==> config.mk <==
export PLATFORM = sky130hd
export DESIGN_NAME = mem_readback_engine
export DESIGN_NICKNAME = d
export VERILOG_FILES = /design/src/rtl/mem_readback_engine.sv
export SDC_FILE = /design/constraint.sdc
export NUM_CORES = 1
export LEC_CHECK = 0
export ABC_AREA = 0
export CAP_MARGIN = 25
export CORE_MARGIN = 2
export CORE_UTILIZATION = 46
export DETAILED_ROUTE_END_ITERATION = 10
export PLACE_DENSITY = 0.86
export SYNTH_ARGS = -nofsm -noshare
export SYNTH_HDL_FRONTEND = slang
export SYNTH_SLANG_ARGS = --single-unit
==> constraint.sdc <==
create_clock -name clock -period 2.5 [get_ports clock]
set_clock_uncertainty 0.1 [all_clocks]
set_input_delay 0.25 -clock clock [delete_from_list [all_inputs] [get_ports clock]]
set_output_delay 0.25 -clock clock [all_outputs]
set_load 0.02 [all_outputs]
==> src/rtl/mem_readback_engine.sv <==
// mem_readback_engine
// Streams a block of mainMem words out as {address, data} beats. After a
// start request it walks word-aligned addresses upward, issuing one read per
// word, waits READ_LATENCY non-busy cycles for the data, and holds each
// captured word on a valid/ready output until the consumer takes it.
// READ_LATENCY must lie in 1..7 (it is loaded into a 3-bit countdown).

module mem_readback_engine #(
  parameter int READ_LATENCY = 1,
  parameter int CNT_W        = 16
) (
  input  logic             clock,
  input  logic             reset,
  input  logic             start,
  input  logic [0:31]      base_addr,
  input  logic [0:CNT_W-1] word_count,
  output logic [0:31]      mem_addr,
  output logic             mem_enable,
  output logic             mem_wren,
  output logic [0:1]       mem_acc_size,
  input  logic             mem_busy,
  input  logic [0:31]      mem_data,
  output logic             out_valid,
  input  logic             out_ready,
  output logic [0:31]      out_addr,
  output logic [0:31]      out_data,
  output logic             active,
  output logic             done
);

  localparam logic [2:0] S_IDLE  = 3'd0;
  localparam logic [2:0] S_ISSUE = 3'd1;
  localparam logic [2:0] S_WAIT  = 3'd2;
  localparam logic [2:0] S_HOLD  = 3'd3;
  localparam logic [2:0] S_FIN   = 3'd4;

  localparam logic [2:0]       LAT_LOAD = 3'(READ_LATENCY);
  localparam logic [0:CNT_W-1] CNT_ONE  = CNT_W'(1);
  localparam logic [0:CNT_W-1] CNT_ZERO = '0;

  // Byte address forced onto a word boundary; the two low bits are dropped.
  function automatic logic [0:31] word_align(input logic [0:31] a);
    return a & 32'hFFFF_FFFC;
  endfunction

  // Next word address; wraps from 32'hFFFFFFFC to 0 by plain modular add.
  function automatic logic [0:31] next_word(input logic [0:31] a);
    return a + 32'd4;
  endfunction

  // Remaining-word count after one beat is accepted (CNT_W-bit unsigned).
  function automatic logic [0:CNT_W-1] dec_count(input logic [0:CNT_W-1] c);
    return c - CNT_ONE;
  endfunction

  logic [2:0]       state;
  logic [0:31]      addr;
  logic [0:CNT_W-1] rem;
  logic [2:0]       lat;

  logic handshake;
  logic last_word;
  logic capture;

  assign handshake = (state == S_HOLD) && out_ready;
  assign last_word = (rem == CNT_ONE);
  assign capture   = (state == S_WAIT) && !mem_busy && (lat == 3'd1);

  // Sequencer: state, latency countdown and remaining-word counter.
  always_ff @(posedge clock) begin
    if (reset) begin
      state <= S_IDLE;
      rem   <= CNT_ZERO;
      lat   <= 3'd0;
    end else begin
      case (state)
        S_IDLE: begin
          if (start) begin
            rem   <= word_count;
            state <= (word_count == CNT_ZERO) ? S_FIN : S_ISSUE;
          end
        end
        S_ISSUE: begin
          if (!mem_busy) begin
            lat   <= LAT_LOAD;
            state <= S_WAIT;
          end
        end
        S_WAIT: begin
          if (!mem_busy) begin
            lat <= lat - 3'd1;
            if (lat == 3'd1) begin
              state <= S_HOLD;
            end
          end
        end
        S_HOLD: begin
          if (out_ready) begin
            rem   <= dec_count(rem);
            state <= last_word ? S_FIN : S_ISSUE;
          end
        end
        S_FIN: begin
          state <= S_IDLE;
        end
        default: begin
          state <= S_IDLE;
        end
      endcase
    end
  end

  // Address walker: latched on start, advanced one word per accepted beat.
  // Cleared on reset so mem_addr reads back as zero.
  always_ff @(posedge clock) begin
    if (reset) begin
      addr <= 32'd0;
    end else if ((state == S_IDLE) && start) begin
      addr <= word_align(base_addr);
    end else if (handshake) begin
      addr <= next_word(addr);
    end
  end

  // Output word register: captures the read result when the countdown
  // expires and stays frozen through HOLD until the handshake.
  always_ff @(posedge clock) begin
    if (reset) begin
      out_addr <= 32'd0;
      out_data <= 32'd0;
    end else if (capture) begin
      out_addr <= addr;
      out_data <= mem_data;
    end
  end

  // Status and memory strobes decoded straight from the state register.
  always_comb begin
    mem_enable = (state == S_ISSUE) || (state == S_WAIT);
    out_valid  = (state == S_HOLD);
    done       = (state == S_FIN);
    active     = (state != S_IDLE);
  end

  assign mem_addr     = addr;
  assign mem_wren     = 1'b0;
  assign mem_acc_size = 2'b00;

endmodule

# == Yosys cells after proc, flatten, opt, wreduce, memory -nomap -nowiden ==
# Index checks and enable logic that the tools add are counted.
# op_classes
mux,16
n_reduce_logical,16
eq_ne,11
n_addsub,3
# ops
op,n
2-to-1 mux 32 bit,2
adder 32 x 3 -> 32 bit (second input constant),1
2-to-1 mux 16 bit,2
case mux 16 bit (2 select lines),1
2-to-1 mux 3 bit,9
== test 16 x 1 -> 1 bit (second input constant),1
zero test 16 bit,1
subtractor 16 x 1 -> 16 bit (second input constant),1
case mux 3 bit (4 select lines),1
== test 3 x 1 -> 1 bit (second input constant),2
== test 3 x 2 -> 1 bit (second input constant),2
!= test 2 bit (second input constant),3
case mux 3 bit (2 select lines),1
AND reduction 3 bit,2
nonzero test 2 bit,3
AND reduction 5 bit,1
logical AND 1 bit,4
!= test 2 x 1 -> 1 bit (second input constant),2
== test 3 bit (second input constant),1
zero test 3 bit,1
nonzero test 3 bit,1
subtractor 3 x 1 -> 3 bit (second input constant),1
OR reduction 2 bit,1
zero test 1 bit,1
logical OR 1 bit,1
# totals
word_cells,53
input_bits,85
regBits,118
out_inout_bits,103

# == Longest topological paths before layout ==
# Gate-level depths: netlist of the first run.
# logic_depth
ltp_word,4
depth_mapped,8
mapped_depth_nobuf,6

# == Least setup slack after synthesis of the first run ==
# Ideal clock, no wire load.
# synth_path
kind,register -> register
start,register addr (netlist bit mem_addr[16])
end,register addr (netlist bit mem_addr[1])
required_ns,2.285
synth_period_minus_slack_ns,2.128
setup_ns,0.115
path_slack_ns,0.372
stages_incl_launch_ff,6
arrival_ns,1.913
path_buffers,1
path_cell_list,dfxtp_1 clkbuf_2 nand4_1 or4_4 or4_1 and3_1
# synth_between
elab_chain_len,3
# synth_rtl
item,line_no,rtl
start: declaration,57,logic [0:31] addr;
start signal: assignment,119,addr <= word_align(base_addr);
start signal: assignment,121,addr <= next_word(addr);
adder 32 x 3 -> 32 bit,48,return a + 32'd4;
2-to-1 mux 32 bit,120,end else if (handshake) begin
2-to-1 mux 32 bit,118,end else if ((state == S_IDLE) && start) begin
# No other way between the ends. The select of a mux whose other input is x is not followed.
# A chain may end at the register's enable or synchronous reset.

# == Final worst setup path of the first run ==
# layout_path
start,register state[0]
end,output port mem_enable
# layout_between
elab_chain_len,2
elab_cells_between_ends,3
cone_classes,2 x eq/ne; 1 x reduce/logical
# layout_rtl
item,line_no,rtl
start: declaration,56,logic [2:0] state;
start signal: assignment,80,state <= (word_count == CNT_ZERO) ? S_FIN : S_ISSUE;
start signal: assignment,100,state <= last_word ? S_FIN : S_ISSUE;
== test 3 x 1 -> 1 bit or == test 3 x 2 -> 1 bit (tied branches),139,mem_enable = (state == S_ISSUE) || (state == S_WAIT);
logical OR 1 bit (*),139,
end: declaration,18,"output logic mem_enable,"
# Every way passes the cells marked *; elsewhere a longest branch is shown, timed or not.

==> results of run 1 <==
registers in the layout (all words and copies together) (netlist names):
signal / count
out_data: 32
mem_addr: 30
out_addr: 30
rem: 16
lat: 3
state: 3
power by group:
| group | switching [mW] | internal, mW |
|---|---|---|
| registers | 0.262 | 1.99 |
| logic | 1.03 | 0.839 |
| clock network | 0.832 | 1.76 |
| total | 2.13 | 4.59 |
routing by layer:
metal  routed length (um)  vias to the layer above
met5                    0                        -
met4                  408                        0
met3                 1370                       46
met2                 8990                      305
met1                 7690                     2989
li1                     -                     3071
metrics by stage:
step                utilization (%)  instances  hold WS [ns]  setup WS (ns)  power (mW)
global route                   69.7       1104        0.0533         0.0632        7.02
finish                         69.7       1104        0.0633          0.163        6.72
detailed placement             64.4       1073         0.345          0.198        4.11
CTS                            69.7       1104        0.0505         0.0106        6.71
global placement               64.4       1073         0.342          0.196        4.08
floorplan                         -        757         0.286          0.372        3.32
worst reg2reg max path, stage by stage (launching register included):
cell and delay [ns]:
dfxtp_1 0.48, nand3_1 0.32, or4_4 0.64, or3_1 0.36, a31oi_1 0.18
logic make-up (layout without fill, tap and decap cells):
group                      after synthesis  in the layout  synth area share, %
and+or+nand+nor                        337            337                 29.7
buffers and inverters                   82            261                 6.16
adders and majority gates                5              5                 1.09
other                                    1              7               0.0655
xor gates and xnor gates                 3              3                0.459
AOI/OAI and AO/OA                      207            207                 22.4
muxes                                    2              2                0.349
DFF                                    114            114                 39.8
path summary, 6_finish.rpt:
| path | from | endpoint |
|---|---|---|
| setup / recovery | state[0]$_SDFFE_PP0P_ | mem_enable |
| hold / removal | reset | mem_addr[2]$_SDFFE_PP0P_ |
| setup reg to reg | mem_addr[19]$_SDFFE_PP0P_ | mem_addr[10]$_SDFFE_PP0P_ |
| hold reg to reg | out_addr[15]$_SDFFE_PP0P_ | out_addr[15]$_SDFFE_PP0P_ |
layout make-up:
| class | instances | area (um^2) | share of cell area [%] |
|---|---|---|---|
| clock inverters | 10 | 155 | 1.85 |
| clock buffers | 21 | 480 | 5.72 |
| multi-input cells | 561 | 3130 | 37.2 |
| repair buffers | 212 | 2080 | 24.8 |
| inverters | 18 | 67.6 | 0.804 |
| well taps | 168 | 210 | 2.50 |
| flip-flops and latches | 114 | 2280 | 27.2 |
Yosys cell counts, types with 3 or more instances:
cell | number | area share, %
a211oi_1 | 8 | 1.0
a21o_1 | 3 | 0.39
a21oi_1 | 97 | 8.5
a22oi_1 | 3 | 0.39
a311oi_1 | 6 | 0.92
a31oi_1 | 14 | 1.5
and2_1 | 8 | 0.87
and3_1 | 10 | 1.1
and4_1 | 5 | 0.76
buf_2 | 13 | 1.1
buf_4 | 7 | 0.92
clkbuf_1 | 42 | 2.8
dfxtp_1 | 114 | 40
ha_1 | 5 | 1.1
inv_1 | 18 | 1.2
nand2_1 | 161 | 11
nand2b_1 | 3 | 0.33
nand3_1 | 27 | 2.4
nand3b_1 | 3 | 0.39
nand4_1 | 20 | 2.2
nand4b_1 | 4 | 0.61
nor2_1 | 27 | 1.8
nor3_1 | 22 | 1.9
nor4_1 | 14 | 1.5
o211ai_1 | 7 | 0.92
o21a_1 | 3 | 0.39
o21ai_0 | 23 | 2.0
o221ai_1 | 3 | 0.46
o22ai_1 | 5 | 0.55
o311ai_0 | 5 | 0.76
o31a_1 | 5 | 0.76
o31ai_1 | 3 | 0.39
o32ai_1 | 7 | 1.1
or3_1 | 7 | 0.76
or4_1 | 8 | 1.0
xnor2_1 | 3 | 0.46
layout by cell type, fill, tap and decap left out, types with 4 or more instances in the layout:
master,count
or4_1,8
and3_1,10
nor3_1,22
o211ai_1,7
nor2_1,26
or3_1,7
nand3_1,27
a211oi_1,8
o32ai_1,7
o31a_1,5
and4_1,5
buf_4,31
nor4_1,14
and2_1,8
clkdlybuf4s50_1,177
clkinv_2,4
nand4b_1,4
clkbuf_16,17
a31oi_1,14
buf_12,4
nand2_1,161
bufinv_16,4
inv_1,18
o311ai_0,5
ha_1,5
conb_1,7
o21ai_0,23
a21oi_1,97
a311oi_1,6
dfxtp_1,113
o22ai_1,5
nand4_1,20
clkbuf_8,4
==> impl_metrics.toml, run 1 <==
[pwr]
power_density_nw_per_um2 = 799
p_leak_nw = 2.89
max-vdd-ir-drop_mv = 0.410

[timing]
drv_slew = 0
relSlewSlack_pct = 46.3
finalSetupTns_ns = 0
period_share_pct = 93.5
setup_viol = 0
finalCriticalPeriod_ns = 2.34
finalHoldViolCount = 0
rsz0062_at_grt = "no"
fmax_mhz = 428
worst_slew_pin_slew_ns = 0.801

[clock_tree]
cts_setup_buffers = 0
postCtsHoldBufs = 0
cts_tree = "built"
cts_inserted_buffers = 17
clk_latency_ns = 0.41
cts.sinks = 114
ctsResizeCount = 0
clk_pin_slew_worst_paths_ns = 0.05
h-tree-depth = 4
cts-root-buf = "clkbuf_16"
clock_path_buffers = 2

[setup_path]
cp.depth = 4
end_kind = "output port"
crit_chain = "buf_4, nand2b_1, a21oi_1, clkdlybuf4s50_1"
crit_buf_inv = 2
worstPathArrival_ns = 1.99
critical_path_required_ns = 2.15
critPathKind = "flip-flop to output port"
reg2reg_depth = 4
cpMaxStageDelayCell = "clkdlybuf4s50_1"
critPathMaxStageDelay_ns = 0.62
cpLargestDelayFamily = "buffers and inverters"
cp-start-kind = "flip-flop"
path_max_fanout = 15
reg2reg_slack_ns = 0.34

[global_route]
grt_pass1_wl_um = 28800
grt-busiest-layer = "met2"
grt.overflow.total = 0
antenna_found_initial = 0
use_met3_pct = 5.75
grt_use_met1_pct = 34.8
track_usage_pct = 27.0
grtUsageMet2_pct = 44.6
grt_max_degree = 64
grt_pass1_vias = 5756

[route]
wl_per_cell_um = 16.7
drc = 0
vias = 6411
dr.pass1.iters = 5
ant_nets = 0
via_per_inst = 5.81
drt-total-wl_um = 18500
first_iter_violations = 720

[final_layout]
finalInstanceArea_um2 = 8410
layout.nets = 1014
insertedDiodeCount = 0
area_growth_syn_to_layout_pct = 46.7
fillers = 946
layout-drive-gt1-share_pct = 8.33

[logic_synthesis]
synthArstFlopShare_pct = 0
syn-instance-count = 751
syn_area_um2 = 5730
ys.flop_type = "dfxtp_1"
post_synth.cell_area_avg_um2 = 7.63
synth-warning-count = 0
synth_seq_area_share_pct = 39.8
ys_types = 64
synth_seq_cells = 114
synth_enable_flop_cells = 0

[placed_design]
gp_congestion = 0.937
io_buffer_count = 178
dpl_cell_area_um2 = 7770
dp_hpwl_um = 12500

[floorplanning]
pin_count = 188
die_h_um = 116
core_um2 = 12100
start_util_pct = 47.5
die_w_um = 116
dieArea_um2 = 13400
num_rows = 40

[min_path]
worstHoldPathType = "primary input to flip-flop"
whs_path_depth = 3

[flow_run]
max-cap-violations = 0

[outcome]
status = "completed"
No activity file was read; power rests on OpenSTA's default activity.
==> run 2, diff against run 1 <==
- CELL_PAD_IN_SITES_DETAIL_PLACEMENT: default -> 0
- CELL_PAD_IN_SITES_GLOBAL_PLACEMENT: default -> 1
- CORE_UTILIZATION: 46 -> 33
- PLACE_DENSITY: 0.86 -> 0.87
==> run 2 against run 1 <==
  * Final area is 0.30% higher
  * Worst setup slack got worse by 0.067 ns
  * Non-clock buffer count increased by 7
  * Die area rose by 38%
  * Sequential cell count did not move
  * Critical path type unchanged
  * Largest power group unchanged
==> impl_metrics.toml, run 2 (same netlist as run 1, synthesis figures left out) <==
[setup_path]
worstPathArrival_ns = 2.05
cp-start-kind = "flip-flop"
end_kind = "output port"
cpLargestDelayFamily = "buffers and inverters"
critPathMaxStageDelay_ns = 0.56
critPathKind = "flip-flop to output port"
crit_buf_inv = 2
reg2reg_depth = 4
r2r-start = "mem_addr[23]$_SDFFE_PP0P_"
reg2reg_slack_ns = 0.33
reg2reg_to = "mem_addr[4]$_SDFFE_PP0P_"
path_max_fanout = 14
crit_chain = "buf_4, nand2b_1, a21oi_1, clkdlybuf4s50_1"
cpMaxStageDelayCell = "clkdlybuf4s50_1"
critical_path_required_ns = 2.15

[global_route]
antenna_found_initial = 0
track_usage_pct = 20.5
grt_pass1_vias = 5651
grt_max_degree = 63
grt_pass1_wl_um = 29800
grt.overflow.total = 0

[final_layout]
finalInstanceArea_um2 = 8430
layout.nets = 1021
insertedDiodeCount = 0
layout-drive-gt1-share_pct = 9.22
area_growth_syn_to_layout_pct = 47.2
regMostFlops = "out_data"
mostFrequentLayoutCells = "clkdlybuf4s50_1, nand2_1, dfxtp_1, a21oi_1, buf_4"
largest_reg_flops = 32
mostFrequentLayoutCell = "clkdlybuf4s50_1"

[route]
dr.pass1.iters = 5
drc = 0
ant_nets = 0
wl_per_cell_um = 16.2
first_iter_violations = 373
vias = 6209
via_per_inst = 5.31
drt-total-wl_um = 18900

[clock_tree]
clk_latency_ns = 0.42
clock_path_buffers = 2
cts-root-buf = "clkbuf_16"
cts_setup_buffers = 0
ctsResizeCount = 1
clk_pin_slew_worst_paths_ns = 0.06
postCtsHoldBufs = 0
cts_tree = "built"
cts_inserted_buffers = 17
h-tree-depth = 4
cts.sinks = 114

[timing]
fmax_mhz = 416
worst_slew_pin_slew_ns = 0.723
period_share_pct = 96.2
setup_viol = 0
rsz0062_at_grt = "no"
finalCriticalPeriod_ns = 2.40
drv_slew = 0
finalHoldViolCount = 0
finalSetupTns_ns = 0
relSlewSlack_pct = 51.5
fin_ws_ns = 0.0961

[pwr]
p_leak_nw = 2.88
power_density_nw_per_um2 = 768
max-vdd-ir-drop_mv = 0.568

[placed_design]
gp_congestion = 0.899
place_ws_ns = 0.213
io_buffer_count = 178
dp_hpwl_um = 13300
dpl_cell_area_um2 = 7870

[min_path]
worstHoldPathType = "primary input to flip-flop"
min_to = "mem_addr[29]$_SDFFE_PP0P_"
hp-start = "reset"
whs_path_depth = 2

[floorplanning]
num_rows = 48
core_um2 = 17100
die_w_um = 136
dieArea_um2 = 18400
pin_count = 188
die_h_um = 136
start_util_pct = 33.5

[outcome]
status = "completed"

[flow_run]
max-cap-violations = 0
## run 2: worst max path at each step
stage	from	endpoint	slack [ns]	cells past startpoint
floorplan	mem_addr[16]$_SDFFE_PP0P_	mem_addr[1]$_SDFFE_PP0P_	0.37	5
global placement	start	rem[0]$_SDFFE_PP0P_	0.27	7
detailed placement	start	rem[0]$_SDFFE_PP0P_	0.21	7
CTS	state[1]$_SDFFE_PP0P_	mem_enable	0.02	4
global route	state[0]$_SDFFE_PP0P_	mem_enable	0.009	4
finish	state[0]$_SDFFE_PP0P_	mem_enable	0.1	4
## run 2: where the power goes
group	switching (mW)	internal, mW
Sequential	0.223	1.99
Clock	0.930	1.37
Combinational	1.09	0.870
Total	2.24	4.23
## run 2: routing by layer
metal | track usage [%] | routed length, um | vias to the layer above
li1 | - | - | 3083
met1 | 27.2 | 8390 | 2877
met5 | 0 | 0 | -
met3 | 4.79 | 1310 | 18
met2 | 32.9 | 8980 | 231
met4 | 6.54 | 265 | 0
## run 2: layout make-up
cell class / count / area, um^2
clock inverters: 15 / 136
inverters: 18 / 67.6
multi-input cells: 561 / 3130
flip-flops and latches: 114 / 2280
well taps: 225 / 282
repair buffers: 219 / 2110
clock buffers: 17 / 425
fillers: 1744 / 8680
## run 2: metrics by stage
step | instances | util (%) | hold WS (ns) | power [mW]
after global routing | 1169 | 49.3 | 0.132 | 6.82
after global placement | 1137 | 46.0 | 0.341 | 4.17
after floorplan | 757 | - | 0.286 | 3.32
after CTS | 1169 | 49.3 | 0.117 | 6.51
final | 1169 | 49.3 | 0.130 | 6.47
after detailed placement | 1137 | 46.0 | 0.346 | 4.19
